==> src/rtl/iecdrv_rom_sched.sv <==
// Shares one dual-image drive ROM read port between NDR emulated 1541 drives.
// Each ph2 window issues one masked read per enabled drive and returns each byte.
module iecdrv_rom_sched #(
    parameter int NDR = 4,
    parameter int LAT = 2
) (
    input  logic              i_clk,
    input  logic              i_reset_n,
    input  logic              i_start,
    input  logic [NDR-1:0]    i_drv_en,
    input  logic [15*NDR-1:0] i_drv_addr,
    input  logic [1:0]        i_rom_sz,
    input  logic              i_stdrom,
    input  logic [7:0]        i_rom_q,
    input  logic [7:0]        i_ext_q,
    input  logic              i_clr_ovr,
    output logic [14:0]       o_mem_a,
    output logic              o_mem_rd,
    output logic [8*NDR-1:0]  o_drv_data,
    output logic [NDR-1:0]    o_drv_valid,
    output logic              o_busy,
    output logic              o_overrun,
    output logic [1:0]        o_state
);
    localparam int SW = (NDR > 1) ? $clog2(NDR) : 1;

    typedef enum logic [1:0] {
        ST_IDLE  = 2'd0,
        ST_ISSUE = 2'd1,
        ST_DRAIN = 2'd2
    } state_t;

    state_t         r_state;
    state_t         w_state_nxt;
    logic [NDR-1:0] r_pend;
    logic [NDR-1:0] w_pend_clr;
    logic [1:0]     r_sz_l;
    logic           r_std_l;
    logic [14:0]    r_mem_a;
    logic           r_mem_rd;
    logic [7:0]     r_drv_data [NDR];
    logic [NDR-1:0] r_drv_valid;
    logic           r_overrun;
    logic [LAT-1:0] r_tag_v;
    logic [SW-1:0]  r_tag [LAT];

    logic [14:0]    w_addr [NDR];
    logic [SW-1:0]  w_sel;
    logic [14:0]    w_addr_sel;
    logic [14:0]    w_addr_mask;
    logic           w_issue;
    logic           w_latch;
    logic           w_cap;
    logic           w_ovr_set;
    logic           w_pipe_empty_nxt;
    logic [7:0]     w_cap_data;

    for (genvar gi = 0; gi < NDR; gi++) begin : g_slot
        assign w_addr[gi]              = i_drv_addr[15*gi +: 15];
        assign o_drv_data[8*gi +: 8]   = r_drv_data[gi];
    end

    // Lowest-index pending drive wins the next slot.
    always_comb begin
        w_sel = '0;
        for (int i = NDR - 1; i >= 0; i--) begin
            if (r_pend[i]) begin
                w_sel = SW'(i);
            end
        end
    end

    assign w_pend_clr  = r_pend & ~(NDR'(1) << w_sel);
    assign w_addr_sel  = w_addr[w_sel];
    // Unused upper address lines are forced low to mirror the ROM image size.
    assign w_addr_mask = {w_addr_sel[14] & r_sz_l[1],
                          w_addr_sel[13] & (r_sz_l[0] | r_std_l),
                          w_addr_sel[12:0]};

    assign w_pipe_empty_nxt = (r_tag_v[LAT-2:0] == '0);
    assign w_ovr_set        = i_start & (r_state != ST_IDLE);
    assign w_cap            = r_tag_v[LAT-1] & ~w_latch;
    assign w_cap_data       = r_std_l ? i_rom_q : i_ext_q;

    // A start in any state begins a fresh window; outside IDLE it aborts the old one.
    always_comb begin
        w_state_nxt = r_state;
        w_issue     = 1'b0;
        w_latch     = 1'b0;
        if (i_start) begin
            w_latch     = 1'b1;
            w_state_nxt = (i_drv_en == '0) ? ST_DRAIN : ST_ISSUE;
        end else begin
            unique case (r_state)
                ST_ISSUE: begin
                    w_issue = 1'b1;
                    if (w_pend_clr == '0) begin
                        w_state_nxt = ST_DRAIN;
                    end
                end
                ST_DRAIN: begin
                    if (w_pipe_empty_nxt) begin
                        w_state_nxt = ST_IDLE;
                    end
                end
                default: begin
                end
            endcase
        end
    end

    always_ff @(posedge i_clk or negedge i_reset_n) begin
        if (!i_reset_n) begin
            r_state <= ST_IDLE;
        end else begin
            r_state <= w_state_nxt;
        end
    end

    always_ff @(posedge i_clk or negedge i_reset_n) begin
        if (!i_reset_n) begin
            r_pend  <= '0;
            r_sz_l  <= '0;
            r_std_l <= 1'b0;
        end else if (w_latch) begin
            r_pend  <= i_drv_en;
            r_sz_l  <= i_rom_sz;
            r_std_l <= i_stdrom;
        end else if (w_issue) begin
            r_pend  <= w_pend_clr;
        end
    end

    always_ff @(posedge i_clk or negedge i_reset_n) begin
        if (!i_reset_n) begin
            r_mem_a  <= '0;
            r_mem_rd <= 1'b0;
        end else begin
            r_mem_rd <= w_issue;
            if (w_issue) begin
                r_mem_a <= w_addr_mask;
            end
        end
    end

    // Tag pipe: a slot tag issued on edge E reaches the last stage for capture at E+LAT.
    always_ff @(posedge i_clk or negedge i_reset_n) begin
        if (!i_reset_n) begin
            r_tag_v <= '0;
            for (int i = 0; i < LAT; i++) begin
                r_tag[i] <= '0;
            end
        end else begin
            if (w_latch) begin
                r_tag_v <= '0;
            end else begin
                r_tag_v <= {r_tag_v[LAT-2:0], w_issue};
            end
            r_tag[0] <= w_sel;
            for (int i = 1; i < LAT; i++) begin
                r_tag[i] <= r_tag[i-1];
            end
        end
    end

    always_ff @(posedge i_clk or negedge i_reset_n) begin
        if (!i_reset_n) begin
            r_drv_valid <= '0;
            for (int i = 0; i < NDR; i++) begin
                r_drv_data[i] <= 8'hFF;
            end
        end else begin
            r_drv_valid <= '0;
            if (w_cap) begin
                r_drv_valid               <= NDR'(1) << r_tag[LAT-1];
                r_drv_data[r_tag[LAT-1]]  <= w_cap_data;
            end
        end
    end

    // Set has priority over clear when both land on the same edge.
    always_ff @(posedge i_clk or negedge i_reset_n) begin
        if (!i_reset_n) begin
            r_overrun <= 1'b0;
        end else if (w_ovr_set) begin
            r_overrun <= 1'b1;
        end else if (i_clr_ovr) begin
            r_overrun <= 1'b0;
        end
    end

    assign o_mem_a     = r_mem_a;
    assign o_mem_rd    = r_mem_rd;
    assign o_drv_valid = r_drv_valid;
    assign o_busy      = (r_state != ST_IDLE);
    assign o_overrun   = r_overrun;
    assign o_state     = r_state;

endmodule

==> config.mk <==
export PLATFORM = sky130hd
export DESIGN_NAME = iecdrv_rom_sched
export DESIGN_NICKNAME = d
export VERILOG_FILES = /design/src/rtl/iecdrv_rom_sched.sv
export SDC_FILE = /design/constraint.sdc
export NUM_CORES = 1
export LEC_CHECK = 0
export CORE_ASPECT_RATIO = 0.9
export CORE_MARGIN = 1
export CORE_UTILIZATION = 43
export DETAILED_ROUTE_END_ITERATION = 8
export GPL_TIMING_DRIVEN = 0
export PLACE_DENSITY = 0.81
export SLEW_MARGIN = 40
export SYNTH_ARGS = -nofsm -noshare
export SYNTH_HDL_FRONTEND = slang
export SYNTH_SLANG_ARGS = --single-unit
==> constraint.sdc <==
create_clock -name i_clk -period 2.1 [get_ports i_clk]
set_input_delay 0.42 -clock i_clk [delete_from_list [all_inputs] [get_ports i_clk]]
set_output_delay 0.42 -clock i_clk [all_outputs]
set_load 0.01 [all_outputs]
* After elaboration in Yosys (flattened, before gate mapping)
Index checks and enable logic that the tools add are counted.
** Storage, ports and cells
- Bits in registers :: 68
- Input port bits :: 87
- Output and inout bits :: 56
- Word-level logic and storage cells :: 67
** Cells by class
- Order comparisons :: 3
- Equality and inequality tests :: 4
- Shifts and indexed selects :: 2
- Multiplexer cells :: 25
- Bitwise operators :: 10
- Reduce and logical (&&, ||, !) cells :: 8
** Operators by type and width (count)
- 32-bit bitwise mux :: 1
- 15-bit binary-select mux with 2-bit select :: 1
- 15-bit 2-to-1 mux :: 2
- 2-bit 2-to-1 mux :: 9
- 8-bit demux with 2-bit select :: 1
- 8-bit 2-to-1 mux :: 2
- 4-bit 2-to-1 mux :: 3
- 4-bit logical NOT :: 2
- 1-bit by 2-bit << shifter with 4-bit output, first input constant :: 2
- 3-bit >= comparator, second input constant :: 2
- 3-bit != test, second input constant :: 2
- 2-bit NOT with 3-bit output :: 2
- 2-bit nonzero test :: 3
- 1-bit 2-to-1 mux :: 5
- 1-bit AND :: 4
- 4-bit AND :: 1
- 4-bit NOT :: 1
- 2-bit case mux with 2 select lines :: 1
- 3-bit by 1-bit < comparator with 1-bit output, second input constant :: 1
- 3-bit AND reduction :: 1
- 3-bit nonzero test :: 1
- 2-bit by 1-bit equality test with 1-bit output, second input constant :: 1
- 2-bit equality test, second input constant :: 1
- 1-bit logical AND :: 1
- 2 further kinds :: 2

* Longest topological paths before layout
Gate-level depths: netlist (run 1).
- Depth in word-level cells :: 11
- Depth in mapped cells :: 7
- Mapped depth without buffers :: 4

* Worst setup path after synthesis (run 1)
Ideal clock, no wire load.
- Kind :: flip-flop to flip-flop
- Start :: register r_pend[0]
- End :: register r_pend[3]
- Library setup time :: 0.135 ns
- Arrival time :: 1.325 ns
- Data required time :: 1.965 ns
- Slack :: 0.640 ns
- Cell stages (with the launch flop) :: 5
- Path buffers :: 1
- Period minus slack after synthesis :: 1.460 ns
- Path through :: dfrtp_1 > buf_2 > or4b_2 > o21ai_1 > o21ai_0
** Between the ends
- Longest elaborated chain between the ends :: 6
** RTL lines
- start, declared :: line 35 : logic [NDR-1:0] r_pend;
- start signal, assigned :: line 126 : r_pend <= i_drv_en;
- start signal, assigned :: line 130 : r_pend <= w_pend_clr;
- 2-bit 2-to-1 mux :: line 67 : if (r_pend[i]) begin
- 1-bit by 2-bit << shifter with 4-bit output :: line 73 : assign w_pend_clr = r_pend & ~(NDR'(1) << w_sel);
- 4-bit NOT :: line 73
- 4-bit AND :: line 73
- 4-bit 2-to-1 mux :: line 129 : end else if (w_issue) begin
- 4-bit 2-to-1 mux :: line 125 : end else if (w_latch) begin
No other way between the ends. The select of a mux whose other input is x is not followed.
A chain may end at the register's enable or synchronous reset.

* Worst setup path in the final report (run 1)
- Start :: register r_state[0] (netlist: o_state[0])
- End :: output o_busy
** Between the ends
- Longest elaborated chain between the ends :: 1
** RTL lines
- start, declared :: line 33 : state_t r_state;
- start signal, assigned :: line 116 : r_state <= w_state_nxt;
- 2-bit nonzero test :: line 195 : assign o_busy = (r_state != ST_IDLE);
- end, declared :: line 21 : output logic o_busy,
No other way between the ends.

==> results.yml, run 1 <==
power:
  p_total_mw: 5.75
  p_clk_share_pct: 19.5
  p_sw_mw: 1.88
  p_seq_share_pct: 38.9
  comb_power_share_pct: 41.6
  power_density_nw_per_um2: 1130
  swShare_pct: 32.6
  ir_drop_mv: 0.666
  power.internal_mw: 3.88
  leakage_nw: 2.07
global_routing:
  grt_usage_pct: 26.9
  grt_max_degree: 39
  antenna_found_initial: 0
  grt_pass1_wl_mm: 16.4
  grt_pass1_vias: 3260
  overflow: 0
die:
  ioPinCount: 143
  die_y_um: 85.3
  rows: 29
  core_area_um2: 7260
  start_util_pct: 45.6
  die_area_um2: 8060
  die_w_um: 94.5
timing:
  fin_skew_ns: 0.0104
  slew_violations: 0
  max_freq_ghz: 0.490
  worstMarginPinSlew_ns: 0.650
  setup_violations: 0
  period_share_pct: 97.1
  rsz0062_at_grt: "no"
  slew_headroom_pct: 56.6
  timing.final.hold_violations: 0
  tns_ns: 0
  fin_crit_ns: 2.04
critical_path:
  reg2reg_depth: 4
  slowest_stage: "clkdlybuf4s50_1"
  cp-endpoint: "o_busy"
  regToRegSetupSlack_ns: 0.40
  r2r-end: "o_mem_a[12]"
  arrival_ns: 1.62
  timing.rr.start: "r_pend[1]"
  cp-start-kind: "flop"
  worstSetupEndpointType: "output pin"
  cp_max_fo: 8
  cp-startpoint: "o_state[0]"
  path_cells: "or2_2, clkdlybuf4s50_1"
  critPathRequiredTime_ns: 1.68
  path_class: "flop to output pin"
  slowest_delay_ns: 0.48
clock_tree:
  cts.sinks: 67
  clock_latency_ns: 0.34
  numCtsBuffers: 9
  cts_hold_buf: 0
  clockBufferDepth: 2
  ctsResizeCount: 0
  clk_transition_reported_paths_ns: 0.08
  htreeDepth: 3
  cts_tree: "yes"
  cts_setup_buffers: 0
  cts_root_buf: "clkbuf_8"
logic_synthesis:
  ys_seq_area_share_pct: 51.8
  yosysUniqueCellTypes: 40
  yosysTopAreaCell: "dfrtp_1"
  netlist_area_um2: 3310
  synth-seq-cells: 67
  synth_ff_type: "dfrtp_1"
  synth_edf_count: 0
  synthAdderAreaFrac_pct: 0
  synth_top_family_by_area: "compound AO/OA/AOI/OAI gates"
  synth_top_area_share_pct: 26.4
  synth.avg_cell_area_um2: 10.3
  synth_area_leaders: "dfrtp_1, dfstp_2, o211ai_1"
  synth.most_common_cell: "dfrtp_1"
  synthMuxAreaShare_pct: 3.44
  ys.warnings.count: 0
  synth_common_cells: "dfrtp_1, dfstp_2, nand2_1"
  async_reset_ff_share_pct: 100
  synthSimpleGateAreaFrac_pct: 17.9
  synthesis.nets: 407
  synth-xor-area-share_pct: 0
  synth_compound_area_share_pct: 20.9
  syn-instance-count: 320
placement:
  placedCellCount: 556
  place_area_um2: 4870
  portBuffers: 142
  hpwl_mm: 7.58
  place_congestion: 0.823
detailed_routing:
  routed_via_density: 5.53
  vias: 3164
  detailedRoute.firstIterationViolations: 156
  antenna_left: 0
  drt_first_pass_iters: 5
  wl_per_cell_um: 17.9
  drc: 0
  wirelength_mm: 10.3
final_layout:
  nFillCells: 555
  drive_gt1_share_pct: 16.3
  final_nets: 561
  area.growth.synth_to_final_pct: 53.3
  final_area_um2: 5080
  stdcell_count: 572
  antenna_cells: 0
worst_hold_path:
  hp-class: "input port to asynchronous set/reset pin"
flow_run:
  maxCapViolations: 0
status:
  status: "completed"
## power by group through the flow
| stage | registers [mW] | clock network, mW | logic, mW |
|---|---|---|---|
| after CTS | 2.24 | 1.14 | 2.40 |
| after global routing | 2.30 | 1.20 | 2.57 |
| final | 2.24 | 1.12 | 2.39 |
| after floorplan | 2.45 | 0 | 0.820 |
| after detailed placement | 2.26 | 0 | 2.38 |
| after global placement | 2.23 | 0 | 2.32 |
## critical path: cells and delay by family (launching register included)
kind | cells | cell delay, ns
flops | 1 | 0.47
buf+inv | 1 | 0.48
simple gates | 1 | 0.34
## per-layer routing
metal	GRT usage, %	wire (µm)
met5	0	0
met3	6.18	661
met1	36.0	4360
met2	43.1	5060
met4	8.95	173
## cell families after synthesis
kind of cell           count (synthesis)
multiplexers                          11
flip-flops                            67
AO/OA/AOI/OAI                        105
AND/OR/NAND/NOR                      105
buffers and inverters                 32
## per-stage QoR
stage / setup WS [ns] / hold WS, ns / utilization, %
final: 0.0609 / 0.0370 / 70.0
after global routing: 0.0205 / 0.0523 / 70.0
after CTS: 0.0696 / 0.0459 / 70.0
after detailed placement: -0.0813 / 0.343 / 67.1
after global placement: -1.50 / 0.333 / 66.8
after floorplan: 0.640 / 0.124 / -
## registers in the layout, indices dropped and copies added (netlist names)
signal	count
o_drv_valid	4
r_tag_v	2
o_mem_a	15
r_pend	4
r_sz_l	2
o_drv_data	32
o_state	2
r_tag	4
o_overrun	1
r_std_l	1
## layout by cell type, fill, tap and decap left out, types with 2 or more instances in the layout
| master | Yosys | layout |
|---|---|---|
| a221oi_1 | 13 | 13 |
| o21ai_0 | 24 | 24 |
| a21o_1 | 2 | 2 |
| nor2b_1 | 18 | 18 |
| buf_12 | 2 | 3 |
| clkbuf_1 | 11 | 11 |
| inv_1 | 4 | 4 |
| a21oi_1 | 25 | 25 |
| mux2i_1 | 8 | 8 |
| a2111oi_0 | 2 | 2 |
| dfrtp_1 | 35 | 35 |
| o221ai_1 | 2 | 2 |
| nor2_1 | 28 | 28 |
| buf_2 | 9 | 9 |
| nand2_1 | 29 | 29 |
| clkinv_4 | 1 | 3 |
| dfstp_2 | 32 | 32 |
| and3b_1 | 17 | 17 |
| or2_2 | 2 | 2 |
| clkbuf_8 | 0 | 10 |
| o21ai_1 | 5 | 5 |
| mux2_2 | 3 | 3 |
| clkdlybuf4s50_1 | 0 | 141 |
| inv_6 | 0 | 2 |
| buf_4 | 3 | 4 |
| o211ai_1 | 27 | 27 |
| buf_6 | 2 | 2 |
## worst min-delay path by stage
| stage | from | endpoint | slack, ns | cells after the start |
|---|---|---|---|---|
| 4_1_cts | i_reset_n | o_drv_valid[0] | 0.05 | 1 |
| 3_5_place_dp | r_tag[3] | r_tag[1] | 0.34 | 0 |
| 6_report | i_reset_n | o_drv_valid[0] | 0.04 | 1 |
| 5_1_grt | i_reset_n | o_drv_valid[0] | 0.05 | 1 |
| 3_3_place_gp | r_tag[3] | r_tag[1] | 0.33 | 0 |
| 2_1_floorplan | i_reset_n | o_drv_valid[0] | 0.12 | 0 |
## area by class of cell
class | count | area (µm²) | share of cell area (%)
Timing Repair Buffer | 143 | 1440 | 28.3
Multi-Input combinational cell | 221 | 1400 | 27.6
Inverter | 5 | 23.8 | 0.468
Sequential cell | 67 | 1720 | 33.8
Clock buffer | 10 | 138 | 2.71
Tap cell | 93 | 116 | 2.29
Buffer | 27 | 171 | 3.38
Clock inverter | 6 | 72.6 | 1.43
Power figures use the tool's default switching activity.
==> inputs of run 2 (changes only) <==
- CORE_UTILIZATION: 43 -> 30
- PLACE_DENSITY: 0.81 -> not set
==> results.yml, run 2 (synthesis results as in run 1) <==
global_routing:
  antenna_found_initial: 0
  overflow: 0
  grt_max_degree: 57
  grt_pass1_vias: 2971
  grt_usage_pct: 18.4
  grt_pass1_wl_mm: 16.1
final_layout:
  final_area_um2: 5230
  drive_gt1_share_pct: 16.5
  largest_reg_flops: 32
  fin_util_pct: 48.6
  final_common_cell: "clkdlybuf4s50_1"
  layout_common_cells: "clkdlybuf4s50_1, dfrtp_1, dfstp_2"
  antenna_cells: 0
  area.growth.synth_to_final_pct: 57.9
  final_nets: 562
timing:
  fin_skew_ns: 0.0116
  slew_violations: 0
  fin_crit_ns: 2.04
  slew_headroom_pct: 57.0
  max_freq_ghz: 0.490
  timing.final.hold_violations: 0
  worstMarginPinSlew_ns: 0.645
  rsz0062_at_grt: "no"
  period_share_pct: 97.2
  tns_ns: 0
  setup_violations: 0
placement:
  place_area_um2: 4930
  hpwl_mm: 7.90
  place_congestion: 0.803
  portBuffers: 142
power:
  ir_drop_mv: 0.540
  leakage_nw: 2.12
  p_total_mw: 6.09
  power_density_nw_per_um2: 1160
detailed_routing:
  drt_first_pass_iters: 4
  detailedRoute.firstIterationViolations: 134
  wirelength_mm: 10.6
  wl_per_cell_um: 17.2
  antenna_left: 0
  vias: 3048
  drc: 0
  routed_via_density: 4.97
clock_tree:
  cts_tree: "yes"
  htreeDepth: 3
  numCtsBuffers: 9
  clockBufferDepth: 2
  clk_transition_reported_paths_ns: 0.06
  cts_root_buf: "clkbuf_16"
  cts.sinks: 67
  clock_latency_ns: 0.33
die:
  die_y_um: 102
  die_area_um2: 11500
  ioPinCount: 143
  start_util_pct: 30.8
  rows: 36
  core_area_um2: 10800
  die_w_um: 113
status:
  status: "completed"
worst_hold_path:
  hp-class: "flop to flop"
critical_path:
  critPathRequiredTime_ns: 1.68
  path_class: "flop to output pin"
  cp_max_fo: 7
  worstSetupEndpointType: "output pin"
  arrival_ns: 1.62
  cp-start-kind: "flop"
flow_run:
  maxCapViolations: 0
## run 2: layout make-up
class / instances / area (µm²)
repair buffers: 144 / 1460
well taps: 133 / 166
multi-input cells: 221 / 1400
flip-flops and latches: 67 / 1720
clock buffers: 9 / 225
fillers: 995 / 5540
clock inverters: 7 / 65.1
inverters: 5 / 23.8
plain buffers: 27 / 171
## run 2: through the flow
stage          cells  hold WS (ns)  setup WS [ns]
2_1_floorplan    320         0.124          0.640
3_3_place_gp     595         0.338          -1.64
3_5_place_dp     596         0.246        -0.0633
4_1_cts          613         0.348         0.0476
5_1_grt          613         0.370        0.00630
6_report         613         0.344         0.0585
## run 2: per-layer routing
metal  up-vias  track usage [%]  wire length (µm)
met5         -                0                 0
met4         0             6.15               158
met3        12             2.99               294
met2        54             30.2              5250
met1      1506             24.8              4870
li1       1476                -                 -
## run 2: worst paths after layout
check / to / slack, ns / startpoint / cells after the start
setup / recovery: o_busy / 0.06 / o_state[1] / 2
hold / removal: r_tag[0] / 0.34 / r_tag[2] / 0
setup reg to reg: o_mem_a[7] / 0.44 / r_pend[1] / 4
hold reg to reg: r_tag[0] / 0.34 / r_tag[2] / 0
max in group asynchronous: o_drv_data[28] / 1.07 / i_reset_n / 3
min in group asynchronous: o_drv_valid[0] / 0.47 / i_reset_n / 2
## run 2: power breakdown
group          total [mW]  switching, mW  leakage, nW  internal, mW
Clock                1.47          0.636        0.141         0.830
Combinational        2.39           1.06         1.20          1.33
Sequential           2.24          0.280        0.771          1.96
## run 2: timing repair
| action | 4_1_cts | 5_1_grt |
|---|---|---|
| buffers inserted | 0 | 0 |
| hold endpoints to repair | 3 | 0 |
| endpoints found under the setup margin | 0 | 1 |
| hold buffers | 1 | 0 |
| gates resized for setup | 0 | 1 |
## run 2: worst max-delay path, stage by stage (launching register included)
cell and delay (ns):
dfrtp_1 0.46, or2_2 0.34, clkdlybuf4s50_1 0.49
==> inputs of run 3 (changes only) <==
- CTS_BUF_LIST: not set -> sky130_fd_sc_hd__clkbuf_16
- CTS_CLUSTER_DIAMETER: not set -> 80
- SLEW_MARGIN: 40 -> not set
==> results.yml, run 3 (synthesis results as in run 1) <==
timing:
  timing.final.hold_violations: 0
  layout_setup_ws_ns: 0.0639
  setup_violations: 0
  slew_violations: 0
  fin_crit_ns: 2.04
  slew_headroom_pct: 43.1
  rsz0062_at_grt: "no"
  fin_skew_ns: 0.00755
  max_freq_ghz: 0.491
  worstMarginPinSlew_ns: 0.854
  period_share_pct: 97.0
die:
  rows: 36
  die_y_um: 102
  die_area_um2: 11500
  die_w_um: 113
  core_area_um2: 10800
  ioPinCount: 143
  start_util_pct: 30.8
detailed_routing:
  vias: 3025
  drt_first_pass_iters: 6
  wl_per_cell_um: 17.4
  detailedRoute.firstIterationViolations: 155
  wirelength_mm: 10.6
  antenna_left: 0
  drc: 0
  routed_via_density: 4.95
flow_run:
  maxCapViolations: 0
final_layout:
  final_nets: 560
  nFillCells: 998
  final_area_um2: 5220
  drive_gt1_share_pct: 16.1
  final_common_cell: "clkdlybuf4s50_1"
  area.growth.synth_to_final_pct: 57.5
  layout_common_cells: "clkdlybuf4s50_1, dfrtp_1, dfstp_2"
  multi_input_area_um2: 1400
  largest_reg_flops: 32
  antenna_cells: 0
  seqCellArea_um2: 1720
power:
  p_total_mw: 6.19
  leakage_nw: 2.11
  power_density_nw_per_um2: 1190
  ir_drop_mv: 0.527
global_routing:
  grt_pass1_vias: 3005
  grt_pass1_wl_mm: 16.3
  grt_max_degree: 68
  overflow: 0
  grt_usage_pct: 18.7
  antenna_found_initial: 0
clock_tree:
  htreeDepth: 3
  clockBufferDepth: 2
  clk_transition_reported_paths_ns: 0.06
  clock_latency_ns: 0.33
  cts_tree: "yes"
  cts_setup_buffers: 0
  cts_root_buf: "clkbuf_16"
  cts.sinks: 67
  ctsResizeCount: 0
  cts_hold_buf: 0
  numCtsBuffers: 9
critical_path:
  worstSetupEndpointType: "output pin"
  cp-start-kind: "flop"
  critPathTopFamily: "buffers and inverters"
  worst-path-buf-inv: 1
  arrival_ns: 1.62
  cp_max_fo: 8
  path_class: "flop to output pin"
  slowest_delay_ns: 0.49
  path_cells: "or2_2, clkdlybuf4s50_1"
  critPathRequiredTime_ns: 1.68
  slowest_stage: "clkdlybuf4s50_1"
status:
  status: "completed"
placement:
  hpwl_mm: 7.89
  place_congestion: 0.803
  place_area_um2: 4900
  pre_cts_ws_ns: -0.0837
  portBuffers: 142
worst_hold_path:
  hp-class: "input port to asynchronous set/reset pin"
-- run 3: worst register-to-register path, cell delays in order, from the launching register on --
cell and delay [ns]:
dfrtp_1 0.47, clkbuf_1 0.42, buf_2 0.34, a221oi_1 0.15
o211ai_1 0.22
-- run 3: final timing paths --
kind                                 start        endpoint  slack [ns]  cells past startpoint
worst max-delay path            o_state[0]          o_busy        0.06                      2
worst min-delay path             i_reset_n  o_drv_valid[0]        0.18                      1
worst max register to register   r_pend[1]      o_mem_a[7]        0.41                      4
worst min register to register    r_tag[2]        r_tag[0]        0.35                      0
max in group asynchronous        i_reset_n     o_mem_a[12]        1.34                      1
min in group i_clk                r_tag[2]        r_tag[0]        0.35                      0
-- run 3: final cells by class --
type,count,area share (%)
Buffer,27,3.29
Clock buffer,10,4.80
Clock inverter,6,1.32
Inverter,5,0.456
Multi-Input combinational cell,221,26.8
Sequential cell,67,32.9
Tap cell,133,3.19
Timing Repair Buffer,142,27.2
-- run 3: where the power goes --
part           switching, mW  total [mW]  internal (mW)
combinational           1.06        2.38           1.33
sequential             0.276        2.23           1.96
clock                  0.576        1.58          0.999
-- run 3: routing by layer --
metal / GRT usage (%) / part of all wire [%] / vias up
met2: 30.9 / 50 / 60
met3: 4.07 / 3.0 / 8
met1: 24.8 / 46 / 1489
met4: 5.23 / 0.98 / 0
met5: 0 / 0 / -
li1: - / - / 1468
-- run 3: stage by stage --
stage,hold slack [ns],setup TNS [ns],instances,util [%]
5_1_grt,0.272,0,611,48.5
6_report,0.185,0,611,48.5
4_1_cts,0.228,0,611,48.5
2_1_floorplan,0.124,0,320,-
3_5_place_dp,0.336,-0.441,595,45.5
3_3_place_gp,0.338,-85.23,595,45.5
